$ cat config.mk
export PLATFORM = sky130hd
export DESIGN_NAME = alu_seq_ctrl
export DESIGN_NICKNAME = d
export VERILOG_FILES = /design/src/rtl/alu_seq_ctrl.sv
export SDC_FILE = /design/constraint.sdc
export NUM_CORES = 1
export LEC_CHECK = 0
export ABC_CLOCK_PERIOD_IN_PS = 1900
export CAP_MARGIN = 20
export CORE_AREA = 4 4 121 123
export CTS_CLUSTER_DIAMETER = 30
export DETAILED_ROUTE_END_ITERATION = 10
export DIE_AREA = 0 0 125 127
export GPL_TIMING_DRIVEN = 1
export PLACE_DENSITY = 0.88
export SLEW_MARGIN = 20
export SYNTH_ARGS = -nofsm -noshare
export SYNTH_HDL_FRONTEND = slang
export SYNTH_SLANG_ARGS = --single-unit
$ cat constraint.sdc
create_clock -name clk -period 1.9 [get_ports clk]
set_input_delay 0.285 -clock clk [delete_from_list [all_inputs] [get_ports clk]]
set_output_delay 0.285 -clock clk [all_outputs]
set_load 0.02 [all_outputs]
$ cat src/rtl/alu_seq_ctrl.sv
// Clocked sequencer driving a dual-rail ALU through precharge/evaluate phases and returning a single-rail result.
// Optional PRE/EVAL watchdog: define ALU_SEQ_TIMEOUT_EN.
module alu_seq_ctrl #(
    parameter int WIDTH            = 32,
    parameter int PRECHARGE_CYCLES = 2,
    parameter int SYNC_STAGES      = 2,
    parameter int TIMEOUT_CYCLES   = 64
) (
    input  logic             clk,
    input  logic             reset_n,
    input  logic             req_valid,
    output logic             req_ready,
    input  logic [3:0]       req_ctrl,
    input  logic [WIDTH-1:0] req_rs,
    input  logic [WIDTH-1:0] req_rt,
    output logic             alu_precharge,
    output logic [3:0]       alu_ctrl_t,
    output logic [3:0]       alu_ctrl_f,
    output logic [WIDTH-1:0] alu_rs_t,
    output logic [WIDTH-1:0] alu_rs_f,
    output logic [WIDTH-1:0] alu_rt_t,
    output logic [WIDTH-1:0] alu_rt_f,
    input  logic             alu_complete,
    input  logic [WIDTH-1:0] alu_result_t,
    input  logic [WIDTH-1:0] alu_result_f,
    input  logic             alu_zero_t,
    input  logic             alu_zero_f,
    output logic             rsp_valid,
    input  logic             rsp_ready,
    output logic [WIDTH-1:0] rsp_result,
    output logic             rsp_zero,
    output logic [1:0]       rsp_err,
    output logic             busy
);

    typedef enum logic [2:0] {IDLE, PRE, EVAL, CAP, RSP} state_t;

    localparam int PW = (PRECHARGE_CYCLES > 1) ? $clog2(PRECHARGE_CYCLES) : 1;

    state_t           state_q, state_d;
    logic [SYNC_STAGES-1:0] sync_q;
    logic             cmp_s;
    logic [PW-1:0]    pre_cnt_q;
    logic             pre_done;
    logic [3:0]       ctrl_q;
    logic [WIDTH-1:0] rs_q, rt_q;
    logic [WIDTH-1:0] result_q;
    logic             zero_q, rail_err_q, timeout_q;
    logic             drive, rail_bad, timeout_hit, wait_expired;

    assign cmp_s    = sync_q[SYNC_STAGES-1];
    assign pre_done = (pre_cnt_q == PW'(PRECHARGE_CYCLES - 1));
    // A bit pair with t==f is either still null or illegal; both are encoding errors at capture.
    assign rail_bad = (|(~(alu_result_t ^ alu_result_f))) | ~(alu_zero_t ^ alu_zero_f);

`ifdef ALU_SEQ_TIMEOUT_EN
    localparam int TW = $clog2(TIMEOUT_CYCLES + 1);
    logic [TW-1:0] wait_cnt_q;

    assign wait_expired = (wait_cnt_q == TW'(TIMEOUT_CYCLES - 1));

    always_ff @(posedge clk) begin
        if (!reset_n)
            wait_cnt_q <= '0;
        else if (state_d != state_q)
            wait_cnt_q <= '0;
        else if (state_q == PRE || state_q == EVAL)
            wait_cnt_q <= wait_cnt_q + TW'(1);
    end
`else
    assign wait_expired = 1'b0;
`endif

    // NOTE: every variable gets a default before the case so no path leaves it unassigned (no latch).
    always_comb begin
        state_d     = state_q;
        timeout_hit = 1'b0;
        unique case (state_q)
            IDLE: if (req_valid) state_d = PRE;
            PRE: begin
                if (pre_done && !cmp_s) begin
                    state_d = EVAL;
                end else if (wait_expired) begin
                    state_d     = RSP;
                    timeout_hit = 1'b1;
                end
            end
            EVAL: begin
                if (cmp_s) begin
                    state_d = CAP;
                end else if (wait_expired) begin
                    state_d     = RSP;
                    timeout_hit = 1'b1;
                end
            end
            CAP:     state_d = RSP;
            RSP:     if (rsp_ready) state_d = IDLE;
            default: state_d = IDLE;
        endcase
    end

    // NOTE: sequential state uses non-blocking assignments so every flop samples pre-edge values.
    always_ff @(posedge clk) begin
        if (!reset_n) begin
            state_q    <= IDLE;
            sync_q     <= '0;
            pre_cnt_q  <= '0;
            ctrl_q     <= '0;
            rs_q       <= '0;
            rt_q       <= '0;
            result_q   <= '0;
            zero_q     <= 1'b0;
            rail_err_q <= 1'b0;
            timeout_q  <= 1'b0;
        end else begin
            state_q <= state_d;
            sync_q  <= {sync_q[SYNC_STAGES-2:0], alu_complete};

            if (state_q != PRE)
                pre_cnt_q <= '0;
            else if (!pre_done)
                pre_cnt_q <= pre_cnt_q + PW'(1);

            if (state_q == IDLE && req_valid) begin
                ctrl_q <= req_ctrl;
                rs_q   <= req_rs;
                rt_q   <= req_rt;
            end

            if (state_q == CAP) begin
                result_q   <= rail_bad ? '0 : alu_result_t;
                zero_q     <= alu_zero_t & ~rail_bad;
                rail_err_q <= rail_bad;
                timeout_q  <= 1'b0;
            end else if (timeout_hit) begin
                result_q   <= '0;
                zero_q     <= 1'b0;
                rail_err_q <= 1'b0;
                timeout_q  <= 1'b1;
            end
        end
    end

    // Rails carry a codeword only in EVAL/CAP; every other state is the null spacer.
    assign drive         = (state_q == EVAL) || (state_q == CAP);
    assign alu_precharge = ~drive;
    assign alu_ctrl_t    = {4{drive}} & ctrl_q;
    assign alu_ctrl_f    = {4{drive}} & ~ctrl_q;
    assign alu_rs_t      = {WIDTH{drive}} & rs_q;
    assign alu_rs_f      = {WIDTH{drive}} & ~rs_q;
    assign alu_rt_t      = {WIDTH{drive}} & rt_q;
    assign alu_rt_f      = {WIDTH{drive}} & ~rt_q;

    assign req_ready  = reset_n && (state_q == IDLE);
    assign busy       = (state_q != IDLE);
    assign rsp_valid  = (state_q == RSP);
    assign rsp_result = result_q;
    assign rsp_zero   = zero_q;
    assign rsp_err    = {timeout_q, rail_err_q};

endmodule
==> results.sh, run 1 <==
export IMPL_status="completed"
export IMPL_cts_root_buf="clkbuf_16"
export IMPL_grt_pass1_vias=5353
export IMPL_ys_seq_area_share_pct=44.9
export IMPL_area_growth_pct=85.7
export IMPL_hold_violations=0
export IMPL_cp_required_ns=1.62
export IMPL_setup_worst_path_end_class="output port"
export IMPL_synth_nets=742
export IMPL_syn_area_mm2=0.00482
export IMPL_p_int_mw=3.98
export IMPL_fin_crit_ns=1.85
export IMPL_cts_max_level=3
export IMPL_p_per_area_mw_per_mm2=607
export IMPL_power_frac_seq_pct=45.2
export IMPL_clk_pin_slew_ns=0.08
export IMPL_nFillCells=1077
export IMPL_cpPeakStageDelay_ns=0.33
export IMPL_yosys_warnings=0
export IMPL_portBuffers=312
export IMPL_numCtsBuffers=9
export IMPL_tns_ns=0
export IMPL_peakVddDrop_uv=427
export IMPL_layout_drive_gt1_share_pct=29.2
export IMPL_layout_nets=1078
export IMPL_die_width_um=125
export IMPL_swShare_pct=26.7
export IMPL_yosysUniqueCellTypes=31
export IMPL_cellLeakagePower_nw=4.00
export IMPL_switching_power_mw=1.45
export IMPL_grt_first_pass_wirelength_um=28300
export IMPL_grt_max_degree=50
export IMPL_initial_core_util_pct=35.2
export IMPL_final_cell_area_mm2=0.00894
export IMPL_drtPass1Iterations=5
export IMPL_path_cells="nor2b_4 -> buf_6 -> buf_8 -> clkbuf_16 -> and2_4 -> buf_6"
export IMPL_drc=0
export IMPL_synth_top_family_by_area="simple AND/OR/NAND/NOR gates"
export IMPL_critPathKind="register to output port"
export IMPL_detail_route_iter0_violations=292
export IMPL_tightest_slew_ns=0.527
export IMPL_final_core_util_pct=65.4
export IMPL_hold_slack_ns=0.280
export IMPL_skew_ns=0.00846
export IMPL_maxCapViolCount=0
export IMPL_coreArea_mm2=0.0137
export IMPL_antenna_found_initial=1
export IMPL_crit_top_cell="buf_6"
export IMPL_grt_ovfl_total=0
export IMPL_min_period_over_period_pct=97.5
export IMPL_synth_adder_area_share_pct=0
export IMPL_start_kind="register"
export IMPL_drt_total_wl_um=19500
export IMPL_std_cell_rows=43
export IMPL_ys_seq_elements=108
export IMPL_ioPinCount=314
export IMPL_syn_avg_cell_area_um2=7.99
export IMPL_pwr_share_comb_pct=19.0
export IMPL_worst_ep_arrival_time_ns=1.57
export IMPL_gp_congestion=0.869
export IMPL_rsz0062_at_grt="true"
export IMPL_diodes=0
export IMPL_cts_tree="done"
export IMPL_synthCells=603
export IMPL_final_setup_viol_count=0
export IMPL_p_clk_share_pct=35.8
export IMPL_cts_buffer_depth=2
export IMPL_muxShareOfSynthArea_pct=0.208
export IMPL_drv_slew=0
export IMPL_postCtsHoldBufs=0
export IMPL_die_area_mm2=0.0159
export IMPL_synth_xor_area_share_pct=6.00
export IMPL_cts_sinks=108
export IMPL_cp_slowest_cell="dfxtp_2"
export IMPL_route_vias_total=5459
export IMPL_wl_per_cell_um=17.3
export IMPL_fmax_ghz=0.540
export IMPL_die_h_um=127
export IMPL_synth_simple_area_share_pct=29.7
export IMPL_slew_headroom_pct=64.9
export IMPL_hold_class="input pin to register"
export IMPL_placed_area_mm2=0.00833
export IMPL_drtAntennaViolNets=0
export IMPL_crit_fanout=7
export IMPL_via_per_inst=4.86
export IMPL_synth_compound_gate_area_share_pct=13.9
export IMPL_place_detailed_hpwl_um=14000
export IMPL_track_usage_pct=22.2
export IMPL_clkLatencyLatePin_ns=0.35
==> metal layers <==
layer	routed length (um)	up-vias	share of wire [%]	track usage, %
li1	-	2621	-	-
met5	9	-	0.046	0
met2	9980	262	51	39.6
met1	7300	2539	37	25.4
met4	589	2	3.0	8.74
met3	1620	35	8.3	5.60
==> synthesized netlist by cell type <==
cell	number	share of area [%]
inv_1	2	0.16
nand2b_1	2	0.26
buf_6	5	1.2
a21oi_2	1	0.18
a21oi_1	71	7.4
mux2i_1	1	0.21
and2_1	71	9.2
nand3b_2	1	0.23
nand3_2	1	0.21
nand2_1	137	11
conb_1	1	0.078
nor4_4	2	0.88
nor2b_1	3	0.39
o21ai_0	1	0.10
nor3b_1	2	0.31
clkinv_1	1	0.078
buf_4	5	0.78
a22o_1	33	6.0
xnor2_1	33	6.0
nor2_1	71	5.5
buf_2	3	0.31
nor3_1	3	0.31
nand4_2	1	0.26
o311a_1	1	0.21
nor4_1	4	0.52
nor4_2	3	0.78
inv_2	1	0.078
clkbuf_1	32	2.5
buf_1	2	0.16
dfxtp_1	108	45
nand2_2	1	0.13
==> state kept, by name, indices dropped and copies added, names as in the netlist <==
| name | count |
|---|---|
| rs_q | 32 |
| pre_cnt_q | 1 |
| ctrl_q | 4 |
| rt_q | 32 |
| state_q | 3 |
| rsp_result | 32 |
| sync_q | 2 |
| rsp_zero | 1 |
| rail_err_q | 1 |
==> kinds of logic (layout without fill, tap and decap cells) <==
group / Yosys count / after routing
AO/OA/AOI/OAI: 107 / 107
XOR/XNOR: 33 / 33
buffers and inverters: 51 / 392
flip-flops: 108 / 108
multiplexers: 1 / 1
other: 1 / 1
AND/OR/NAND/NOR: 302 / 302
==> metrics by stage <==
stage	setup slack [ns]	power (mW)	std cells
after floorplan	0.0190	2.91	603
after global placement	-0.339	3.49	1094
after detailed placement	-0.364	3.51	1094
after CTS	-0.0763	5.42	1117
after global routing	-0.0382	5.66	1124
final	0.0483	5.43	1124
==> what timing repair did <==
item / 4_1_cts / 5_1_grt
pin swaps: 3 / 16
endpoints found under the setup margin: 174 / 147
cloned: 2 / 6
buffers inserted: 5 / 1
resized for setup: 469 / 224
==> layout by cell type (no fill, tap or decap), drive strengths merged, types with 3 or more instances in the layout <==
| cell type | synthesis | routed |
|---|---|---|
| a21oi | 72 | 72 |
| xnor2 | 33 | 33 |
| nor4 | 9 | 9 |
| dlymetal6s2s | 0 | 11 |
| clkdlybuf4s50 | 0 | 161 |
| a22o | 33 | 33 |
| dlygate4sd2 | 0 | 7 |
| nor3 | 3 | 3 |
| nand2 | 138 | 138 |
| inv | 3 | 6 |
| nor2b | 3 | 3 |
| clkbuf | 32 | 26 |
| buf | 15 | 149 |
| clkdlybuf4s15 | 0 | 28 |
| nor2 | 71 | 71 |
| and2 | 71 | 71 |
| dfxtp | 108 | 108 |
==> final cells by class <==
cell class	count	area [um2]	area share (%)
Inverter	4	17.5	0.196
Multi-Input combinational cell	444	2610	29.1
Timing Repair Buffer	372	3620	40.5
Tap cell	180	225	2.52
Sequential cell	108	2160	24.2
Clock buffer	10	239	2.67
Clock inverter	6	71.3	0.798
==> path summary, 6_finish.rpt <==
check / from / endpoint / slack [ns] / cells past startpoint
hold / removal: alu_result_t[27] / rsp_result[27]$_SDFFE_PN0N_ / 0.28 / 2
hold reg to reg: sync_q[0]$_SDFF_PN0_ / sync_q[1]$_SDFF_PN0_ / 0.44 / 1
setup reg to reg: state_q[2]$_SDFFE_PN0P_ / rsp_result[20]$_SDFFE_PN0N_ / 0.11 / 8
setup / recovery: state_q[1]$_SDFFE_PN0P_ / alu_rs_t[8] / 0.05 / 6
==> worst max-delay path: cells and delay by family, from the launching register on <==
family        cells  cell delay [ns]
buf+inv           4             0.52
flops             1             0.33
simple gates      2             0.36
==> power by group through the flow <==
stage	clock [mW]	sequential [mW]	combinational, mW
after detailed placement	0	2.50	1.01
after global routing	2.09	2.47	1.11
after global placement	0	2.49	0.997
final	1.94	2.45	1.03
after floorplan	0	2.46	0.441
after CTS	1.98	2.44	1.00
No activity file was read; power rests on OpenSTA's default activity.
==> inputs of run 2 (changes only) <==
--- a/config.mk
+++ b/config.mk
@@ -6,9 +6,10 @@
 export NUM_CORES = 1
 export LEC_CHECK = 0
 export ABC_CLOCK_PERIOD_IN_PS = 1900
-export CAP_MARGIN = 20
+export CAP_MARGIN = 10
 export CORE_AREA = 4 4 121 123
 export CTS_CLUSTER_DIAMETER = 30
+export CTS_CLUSTER_SIZE = 8
 export DETAILED_ROUTE_END_ITERATION = 10
 export DIE_AREA = 0 0 125 127
 export GPL_TIMING_DRIVEN = 1
==> results of run 2 <==
Same layout as run 1: the final DEF is identical, and so are final timing and power.
==> inputs of run 3 (changes only) <==
--- a/config.mk
+++ b/config.mk
@@ -7,11 +7,11 @@
 export LEC_CHECK = 0
 export ABC_CLOCK_PERIOD_IN_PS = 1900
 export CAP_MARGIN = 10
-export CORE_AREA = 4 4 121 123
+export CORE_AREA = 4 4 169 89
 export CTS_CLUSTER_DIAMETER = 30
 export CTS_CLUSTER_SIZE = 8
 export DETAILED_ROUTE_END_ITERATION = 10
-export DIE_AREA = 0 0 125 127
+export DIE_AREA = 0 0 173 93
 export GPL_TIMING_DRIVEN = 1
 export PLACE_DENSITY = 0.88
 export SLEW_MARGIN = 20
==> run 3 against run 2 <==
  * The run now ends with setup timing left
  * Power fell by 2.2%
  * Highest routed layer is now met4
  * Clock power fell by 3%
  * Global-route usage fell by 0.83 points
  * Wire length shrank 5.4%
  * Sequential power hardly changed
  * Worst setup slack got worse by 0.097 ns
  * Register-to-register slack got worse by 0.02 ns
==> results.sh, run 3 (same netlist as run 1, synthesis figures left out) <==
export IMPL_via_per_inst=4.81
export IMPL_portBuffers=312
export IMPL_grt_first_pass_wirelength_um=28100
export IMPL_die_width_um=173
export IMPL_layout_drive_gt1_share_pct=22.8
export IMPL_min_period_over_period_pct=103
export IMPL_hold_violations=0
export IMPL_cp_startpoint="alu_result_t[15]"
export IMPL_rr_endpoint="rsp_result[4]$_SDFFE_PN0N_"
export IMPL_cp_required_ns=2.17
export IMPL_die_area_mm2=0.0161
export IMPL_cts_tree="done"
export IMPL_peakVddDrop_uv=553
export IMPL_swShare_pct=25.4
export IMPL_postCtsHoldBufs=0
export IMPL_pwr_share_comb_pct=18.3
export IMPL_placed_area_mm2=0.00836
export IMPL_setup_worst_path_end_class="register"
export IMPL_wl_per_cell_um=16.5
export IMPL_numCtsBuffers=9
export IMPL_crit_fanout=8
export IMPL_drtAntennaViolNets=0
export IMPL_endpoint="rsp_result[4]$_SDFFE_PN0N_"
export IMPL_final_core_util_pct=61.9
export IMPL_worst_r2r_cell_count=7
export IMPL_skew_ns=0.00702
export IMPL_track_usage_pct=21.3
export IMPL_drt_total_wl_um=18500
export IMPL_switching_power_mw=1.35
export IMPL_hold_depth=2
export IMPL_final_cell_area_mm2=0.00832
export IMPL_maxCapViolCount=0
export IMPL_worst_ep_arrival_time_ns=2.22
export IMPL_p_clk_share_pct=35.6
export IMPL_p_per_area_mw_per_mm2=638
export IMPL_status="complete, but fails checks"
export IMPL_p_int_mw=3.96
export IMPL_antenna_found_initial=1
export IMPL_cpPeakStageDelay_ns=0.45
export IMPL_coreArea_mm2=0.0134
export IMPL_clk_pin_slew_ns=0.07
export IMPL_placed_cells=1094
export IMPL_rsz0062_at_grt="true"
export IMPL_cts_max_level=3
export IMPL_layout_nets=1074
export IMPL_die_h_um=93
export IMPL_initial_core_util_pct=35.8
export IMPL_cellLeakagePower_nw=3.92
export IMPL_clkLatencyLatePin_ns=0.33
export IMPL_fmax_ghz=0.513
export IMPL_violations="setup timing"
export IMPL_place_detailed_hpwl_um=14200
export IMPL_instances_no_fill=1117
export IMPL_hold_class="input pin to register"
export IMPL_cts_sinks=108
export IMPL_drv_slew=0
export IMPL_power_mw=5.31
export IMPL_detail_route_iter0_violations=292
export IMPL_final_setup_viol_count=28
export IMPL_timing_rr_start="state_q[2]$_SDFFE_PN0P_"
export IMPL_cp_slowest_cell="clkdlybuf4s50_1"
export IMPL_drc=0
export IMPL_drtPass1Iterations=5
export IMPL_ioPinCount=314
export IMPL_path_cells="clkdlybuf4s50_1 -> xnor2_1 -> nor4_2 -> buf_4 -> nand3_2 -> nor4_4 -> buf_4 -> buf_6 -> a22o_1"
export IMPL_crit_cells=9
export IMPL_grt_max_degree=38
export IMPL_crit_top_cell="buf_4"
export IMPL_cts_buffer_depth=2
export IMPL_std_cell_rows=30
export IMPL_grt_pass1_vias=5398
export IMPL_route_vias_total=5375
export IMPL_critPathKind="input pin to register"
export IMPL_fin_crit_ns=1.95
export IMPL_area_growth_pct=72.8
export IMPL_layout_common_cells="clkdlybuf4s50_1 (154), nand2_1 (136), dfxtp_1 (106)"
export IMPL_final_common_cell="clkdlybuf4s50_1"
export IMPL_setup_ws_ns=-0.0482
export IMPL_crit_buf_inv=4
export IMPL_cts_root_buf="clkbuf_16"
export IMPL_start_kind="input pin"
export IMPL_critical_path_top_delay_family="buffers and inverters"
export IMPL_reg2reg_slack_ns=0.09
export IMPL_grt_ovfl_total=0
export IMPL_tns_ns=-0.787
export IMPL_gp_congestion=0.830
export IMPL_power_frac_seq_pct=46.1
## run 3: power groups by stage
stage               clock network [mW]  logic (mW)  registers, mW
floorplan                            0       0.441           2.46
global placement                     0       0.976           2.49
detailed placement                   0        1.00           2.50
CTS                               1.93       0.983           2.45
global route                      2.02        1.05           2.46
finish                            1.89       0.970           2.45
## run 3: metal layers
metal	vias to the layer above	GRT usage [%]	share of wire [%]
met5	-	0	0
met4	0	6.64	2.8
met3	40	4.08	4.2
met2	183	42.0	55
met1	2545	23.4	38
li1	2607	-	-
## run 3: final cells by class
class	instances	area [um2]
Fill cell	1176	5120
Timing Repair Buffer	368	3110
Multi-Input combinational cell	444	2500
Sequential cell	108	2160
Clock buffer	12	256
Tap cell	176	220
Clock inverter	4	47.5
Inverter	4	15.0
Antenna cell	1	2.50
## run 3: metrics by stage
stage                     hold slack (ns)  setup slack [ns]
after global placement              0.420            -0.345
after global routing                0.253           -0.0983
after CTS                           0.438          -0.00609
after floorplan                     0.407            0.0190
after detailed placement            0.422            -0.373
final                               0.276           -0.0482
## run 3: worst min-delay path by stage
stage                          from                          end  slack, ns
6_report           alu_result_t[12]  rsp_result[12]$_SDFFE_PN0N_       0.28
5_1_grt            alu_result_t[12]  rsp_result[12]$_SDFFE_PN0N_       0.25
4_1_cts        sync_q[0]$_SDFF_PN0_         sync_q[1]$_SDFF_PN0_       0.44
3_5_place_dp   sync_q[0]$_SDFF_PN0_         sync_q[1]$_SDFF_PN0_       0.42
3_3_place_gp   sync_q[0]$_SDFF_PN0_         sync_q[1]$_SDFF_PN0_       0.42
2_1_floorplan               reset_n         sync_q[0]$_SDFF_PN0_       0.41
## run 3: timing repair
| action | 4_1_cts | 5_1_grt |
|---|---|---|
| buffers inserted | 0 | 3 |
| pin swaps | 0 | 15 |
| resized for setup | 264 | 190 |
| endpoints found under the setup margin | 159 | 170 |
| gates cloned | 0 | 3 |
## run 3: worst register-to-register path, cell delays in order, from the launching register on
cell and delay, ns:
dfxtp_1 0.35, nand3b_2 0.27, nor4_4 0.23, nand4_4 0.15, nor4_4 0.30, buf_4 0.21
buf_6 0.14, a22o_1 0.13
